===== src/rtl/fcta_cfg_stream_tx.sv =====
// Transmit side of the 96-bit configuration AXI-Stream: packs 32-bit control
// words into beats, buffers whole beats in a small FIFO and streams them out.
module fcta_cfg_stream_tx #(
  parameter int CFG_REG_BW     = 32,
  parameter int CFG_BW         = 96,
  parameter int WORDS_PER_BEAT = CFG_BW / CFG_REG_BW,
  parameter int FIFO_DEPTH     = 4,
  parameter int CNT_BW         = 16
) (
  input  logic                          clk,
  input  logic                          rst,
  input  logic                          wr_valid,
  input  logic [CFG_REG_BW-1:0]         wr_data,
  input  logic                          wr_last,
  output logic                          wr_ready,
  output logic                          m_axis_cfg_tvalid,
  output logic                          m_axis_cfg_tlast,
  output logic [CFG_BW-1:0]             m_axis_cfg_tdata,
  input  logic                          m_axis_cfg_tready,
  output logic [$clog2(FIFO_DEPTH):0]   fifo_count,
  output logic [CNT_BW-1:0]             beats_sent,
  output logic [CNT_BW-1:0]             pkts_sent,
  output logic                          busy
);

  localparam int AW = $clog2(FIFO_DEPTH);
  localparam int CW = AW + 1;
  localparam int KW = (WORDS_PER_BEAT > 1) ? $clog2(WORDS_PER_BEAT) : 1;
  localparam logic [KW-1:0] K_LAST  = KW'(WORDS_PER_BEAT - 1);
  localparam logic [CW-1:0] DEPTH_C = CW'(FIFO_DEPTH);

  logic [KW-1:0]     k;
  logic [CFG_BW-1:0] staging;
  logic [CFG_BW-1:0] beat;
  logic [CFG_BW-1:0] mem_data [FIFO_DEPTH];
  logic              mem_last [FIFO_DEPTH];
  logic [AW-1:0]     wr_ptr;
  logic [AW-1:0]     rd_ptr;
  logic              accept;
  logic              push;
  logic              pop;

  // Readiness looks only at registered occupancy, so a same-cycle pop never frees a slot.
  assign wr_ready = !rst && (fifo_count < DEPTH_C);
  assign accept   = wr_valid && wr_ready;
  assign push     = accept && ((k == K_LAST) || wr_last);

  assign m_axis_cfg_tvalid = (fifo_count != '0);
  assign pop               = m_axis_cfg_tvalid && m_axis_cfg_tready;
  assign m_axis_cfg_tdata  = m_axis_cfg_tvalid ? mem_data[rd_ptr] : '0;
  assign m_axis_cfg_tlast  = m_axis_cfg_tvalid && mem_last[rd_ptr];
  assign busy              = (k != '0) || (fifo_count != '0);

  always_comb begin
    beat = staging;
    beat[int'(k) * CFG_REG_BW +: CFG_REG_BW] = wr_data;
  end

  always_ff @(posedge clk or posedge rst) begin
    if (rst) begin
      k       <= '0;
      staging <= '0;
    end else if (accept) begin
      if (push) begin
        k       <= '0;
        staging <= '0;
      end else begin
        k       <= k + 1'b1;
        staging <= beat;
      end
    end
  end

  // Storage needs no reset: the head is only visible while fifo_count is nonzero.
  always_ff @(posedge clk) begin
    if (push) begin
      mem_data[wr_ptr] <= beat;
      mem_last[wr_ptr] <= wr_last;
    end
  end

  always_ff @(posedge clk or posedge rst) begin
    if (rst) begin
      wr_ptr     <= '0;
      rd_ptr     <= '0;
      fifo_count <= '0;
    end else begin
      if (push) wr_ptr <= wr_ptr + 1'b1;
      if (pop)  rd_ptr <= rd_ptr + 1'b1;
      case ({push, pop})
        2'b10:   fifo_count <= fifo_count + 1'b1;
        2'b01:   fifo_count <= fifo_count - 1'b1;
        default: fifo_count <= fifo_count;
      endcase
    end
  end

  always_ff @(posedge clk or posedge rst) begin
    if (rst) begin
      beats_sent <= '0;
      pkts_sent  <= '0;
    end else if (pop) begin
      beats_sent <= beats_sent + 1'b1;
      if (m_axis_cfg_tlast) pkts_sent <= pkts_sent + 1'b1;
    end
  end

endmodule


===== config.mk =====
export PLATFORM = sky130hd
export DESIGN_NAME = fcta_cfg_stream_tx
export DESIGN_NICKNAME = d
export VERILOG_FILES = /design/src/rtl/fcta_cfg_stream_tx.sv
export SDC_FILE = /design/constraint.sdc
export NUM_CORES = 1
export LEC_CHECK = 0
export BUFFER_PORTS_ARGS = -buffer_cell sky130_fd_sc_hd__buf_2
export CAP_MARGIN = 10
export CORE_MARGIN = 2
export CORE_UTILIZATION = 40
export DETAILED_ROUTE_END_ITERATION = 8
export GPL_TIMING_DRIVEN = 0
export PLACE_DENSITY = 0.69
export SLEW_MARGIN = 20
export SYNTH_ARGS = -nofsm -noshare
export SYNTH_HDL_FRONTEND = slang
export SYNTH_SLANG_ARGS = --single-unit
export TNS_END_PERCENT = 100

===== constraint.sdc =====
create_clock -name clk -period 5.15 [get_ports clk]
set_clock_uncertainty 0.1 [all_clocks]
set_input_delay 0.2575 -clock clk [delete_from_list [all_inputs] [get_ports clk]]
set_output_delay 0.2575 -clock clk [all_outputs]
set_load 0.02 [all_outputs]

# == Yosys cells after proc, flatten, opt, wreduce, memory -nomap -nowiden ==
# Memories as Yosys holds them, arrays and structs flattened.
# Cells that the tools add are included.
# totals
ff_bits,137
ramBits,388
input_bits,37
out_inout_bits,135
memories,2
# op_classes
addsub,8
magnitude_cmp,1
eq_ne,3
n_shift,2
muxes,7
reduce_logical,12
# memory_table
name,depth,word_bits,rd,rd_ports_with_merged_regs,write_ports,line,source
mem_data,4,96,1,0,1,35,logic [CFG_BW-1:0] mem_data [FIFO_DEPTH];
mem_last,4,1,1,0,1,36,logic mem_last [FIFO_DEPTH];
# ops
cell,count
$mux W96,2
$bwmux W96,1
$shift A32 B33 Y96 const A,1
$shiftx A32 B33 Y96,1
$neg A7 Y33,1
$add A16 B1 Y16 const B,2
$add A2 B1 Y2 const B,3
$pmux W3 S2,1
$logic_and A1 B1 Y1,5
$eq A2 B2 Y1 const B,2
$reduce_bool A2 Y1,2
$add A3 B1 Y3 const B,1
$lt A3 B3 Y1 const B,1
$reduce_bool A3 Y1,1
$sub A3 B1 Y3 const B,1
$eq A2 B1 Y1 const B,1
$logic_or A1 B1 Y1,2
$mux W1,2
$mux W2,1
$reduce_and A2 Y1,1
$logic_not A1 Y1,1

# == Longest topological paths before layout ==
# logic_depth
depth_word,6
ltp_mapped,12

# == Worst setup path after synthesis ==
# Ideal clock, no wire load.
# synth_timing
kind,flip-flop to flip-flop
start,reg fifo_count[2]
end,mem mem_data[0][0] (enable)
setup_ps,467
t_arrival_ps,3739
t_required_ps,4583
path_slack_ps,845
stages_incl_launch_ff,5
n_path_buf,0
synth_period_minus_slack_ps,4305
path_cell_list,dfrtp_1 -> nor2_1 -> nand2_1 -> nor2_1 -> and2_1
# synth_via
elab_chain_cells,6
# synth_rtl
item,line,source
"start, declared",20,"output logic [$clog2(FIFO_DEPTH):0] fifo_count,"
"start signal, assigned",91,2'b10: fifo_count <= fifo_count + 1'b1;
"start signal, assigned",92,2'b01: fifo_count <= fifo_count - 1'b1;
"start signal, assigned",93,default: fifo_count <= fifo_count;
$lt A3 B3 Y1,44,assign wr_ready = !rst && (fifo_count < DEPTH_C);
$logic_and A1 B1 Y1,44,
via wr_ready,15,"output logic wr_ready,"
$logic_and A1 B1 Y1,45,assign accept = wr_valid && wr_ready;
$logic_and A1 B1 Y1,46,assign push = accept && ((k == K_LAST) || wr_last);
$mux W1,76,if (push) begin
$mux W1 (not written as such),77,mem_data[wr_ptr] <= beat;
"end, declared",35,
# The timed path passes the listed nets, and every way through them passes these cells.

# == Worst setup path after layout ==
# layout_timing
start,reg fifo_count[2]
end,out m_axis_cfg_tdata[84]
# layout_via
elab_chain_cells,2
# layout_rtl
item,line,source
$reduce_bool A3 Y1,48,assign m_axis_cfg_tvalid = (fifo_count != '0);
$mux W96,50,assign m_axis_cfg_tdata = m_axis_cfg_tvalid ? mem_data[rd_ptr] : '0;
"end, declared",18,"output logic [CFG_BW-1:0] m_axis_cfg_tdata,"
# No other way between the ends.

==> metrics.txt <==
outcome completed; Final period util 0.702; syn nets 1,361; Num CTS Buffers 54; fin cells 2,313; top_reg_cell synth edfxtp_1; top cell family by delay on the critical path buffers and inverters; die width 235 microns; ranking of synthesized cells by area edfxtp_1 55%, dfrtp_1 16%, mux4_2 10%, and2_1 3.0%, inv_1 2.6%; final setup TNS 0 ns; Core Area 52,700 sq um; combinational share of power 0.347; Max Clk Rate 277 MHz; net switching power 0.00489 W; clock latency on the worst-skew pair 0.61 ns; Starting Density 0.405; CTS tree built; CP bufs+invs 4; standard-cell rows 84; sequential fraction of the synthesis area 0.708; Routed WL per cell 21.7 microns; syn avg cell area 16.2 sq um; Flop pwr share 0.381; pin count of the biggest net entering global routing 105; CP max stage cell inv_1; DR pass1 iterations 5; antenna violations before repair 1; Vias 12,259; Via density 5.30; Worst VDD drop 358 uV; vias in the first global route 12,281; Mapped Cells 1,312; max_cap viols 0; async set-reset flop share out of synthesis 0.261; fin area 25,400 sq um; synth unique cells 38; RSZ-0062 raised after global routing false; Post-Place Cells 2,180; die area 55,100 sq um; Clk pwr share 0.272; pwr dens 572 nW/um^2; Post-CTS Resized 0; Final Max Tran Viols 0; nets@finish 1,629; Max FO, Critical Path 10; IO Count 172; global-route usage over all layers 0.181; Final Wtd Congestion 0.817; CP arrival 3.26 ns; global-route wire length before repair 76.0 mm; switching portion of total power 0.337; gr ovfl total 0; delay of the slowest critical-path stage 0.62 ns; YS warnings 0; CP cell instances nor3_1, inv_1, clkbuf_1, clkbuf_1, and2_1, buf_2; min Tclk post-route 3.61 ns; Slew @ Worst Pin 0.849 ns; Routed Antenna Nets 0; Clock Pin Slew Worst Setup and Hold Paths 0.06 ns; IO Port Bufs 171; clock root buffer clkbuf_16; DRC 0; Die Ht 235 microns; CP Class reg -> out; top cell type by total area after synthesis edfxtp_1; cell area after synthesis 21,300 sq um; slew margin rel. 0.428; Post-Place Cell Area 23,200 sq um; Post-DP HPWL 33.9 mm; Sink Count 525; Final setup viols 0; synthesis-stage register bit count 525; Yosys top cell area share 0.547; H-tree depth 2; EDFF count, synth 388; Area Overhead vs Synth 19.1%; cell internal pwr 0.00964 W; DR iter-0 viols 1,092; CP required 4.79 ns; Leak 9.63 nW; Worst Setup Start Kind flip-flop; hold crit path type in -> reg; Crit path top cell by count clkbuf_1; critical path endpoint category primary output; n_diodes 0; fraction of layout cells with a size suffix above 1 0.249; clk buf depth 3; Hold Fails Final Rpt 0; WL final 50.1 mm
==> area by class of cell <==
class	instances	area, sq um
Multi-Input combinational cell	571	5360
Tap cell	688	861
Buffer	71	339
Clock buffer	76	1530
Clock inverter	25	299
Fill cell	4376	27300
Sequential cell	525	15100
Timing Repair Buffer	212	1370
Inverter	145	552
==> routing by layer <==
metal / global-route usage / vias up / wire [microns]
met3: 0.0414 / 87 / 3950
met2: 0.276 / 470 / 23400
met1: 0.258 / 6288 / 21200
met4: 0.0621 / 0 / 1620
met5: 0 / - / 0
li1: - / 5414 / -
==> kinds of logic (layout without fill, tap and decap cells) <==
logic type / Yosys count / count (layout) / synth area share
flops: 525 / 525 / 0.708
buf+inv: 216 / 529 / 0.0414
xor+xnor: 36 / 36 / 0.0148
compound gates: 196 / 196 / 0.0656
fa+ha+maj: 12 / 12 / 0.00740
simple gates: 226 / 226 / 0.0586
mux: 101 / 101 / 0.105
==> registers in the layout, summed over array words and instances, names as in the netlist <==
name        cells
mem_data      384
staging        96
beats_sent     16
pkts_sent      16
mem_last        4
fifo_count      3
k               2
rd_ptr          2
wr_ptr          2
==> worst reg2reg max path: stages, from the launching register on <==
cell,delay (ns)
dfrtp_1,0.45
nor2_1,0.19
nand2_1,0.37
nor2_1,0.55
and2_4,0.58
buf_12,0.31
buf_12,0.27
==> worst paths after layout <==
| check | start | end | slack (ns) | cells past startpoint |
|---|---|---|---|---|
| worst max-delay path | fifo_count[2] | m_axis_cfg_tdata[84] | 1.54 | 6 |
| worst min-delay path | wr_data[4] | staging[68] | 0.02 | 3 |
| worst max register to register | fifo_count[2] | mem_data[1][12] | 1.99 | 6 |
| worst min register to register | beats_sent[15] | beats_sent[15] | 0.37 | 1 |
| max in group asynchronous | rst | staging[75] | 4.05 | 4 |
| min in group asynchronous | rst | beats_sent[1] | 0.10 | 3 |
==> power by group through the flow <==
stage | combinational [W] | sequential, W | clock (W)
floorplan | 0.00337 | 0.00563 | 0
global placement | 0.00497 | 0.00561 | 0
detailed placement | 0.00509 | 0.00560 | 0
CTS | 0.00513 | 0.00552 | 0.00403
global route | 0.00548 | 0.00558 | 0.00419
finish | 0.00504 | 0.00553 | 0.00396
==> per-stage QoR <==
step                      hold slack, ns  setup WS (ns)  total power, W   util
after floorplan                    0.256          0.845         0.00900      -
after global placement             0.359         -0.886          0.0106  0.437
after detailed placement           0.167           1.99          0.0107  0.441
after CTS                         0.0152           1.48          0.0147  0.482
after global routing              0.0143           1.37          0.0152  0.482
final                             0.0216           1.54          0.0145  0.482
==> synth_stat cells, types with 3 or more instances <==
master       n
and4_1       3
o21ai_0     60
edfxtp_1   388
buf_2       22
xor2_1      10
nor2_1       6
dfrtp_1    137
nand3_1     11
clkbuf_1    37
nor3_1       6
and3_1       6
a2bb2oi_1   37
buf_6        3
inv_1      145
ha_1        11
mux2_2       3
a22o_1      60
buf_4        6
nand4_1      9
xnor2_1     26
o22ai_1     37
mux4_2      97
and2_1     102
buf_1        3
nand2_1     74
==> timing repair <==
action / CTS / global route
hold endpoints to repair: 176 / 0
buffers inserted: 0 / 0
endpoints found under the setup margin: 0 / 0
hold buffers: 32 / 0
==> cells in the final DEF, fill, tap and decap left out, drive strengths merged <==
cell           n
mux2i          1
a2bb2oi       37
o21ai         61
nor3           8
o31a           1
and2         102
o22ai         37
inv          145
dfrtp        137
clkinvlp       2
clkinv        17
mux2           3
or3b           1
a22o          60
nand4          9
nand2         74
bufinv         6
clkbuf       113
and3           6
and4           3
dlygate4sd3   32
fa             1
buf          214
xor2          10
mux4          97
xnor2         26
ha            11
nor4           1
nand3         11
nor2           7
edfxtp       388
nor4bb         1
nor3b          3
No activity file was read; power rests on OpenSTA's default activity.
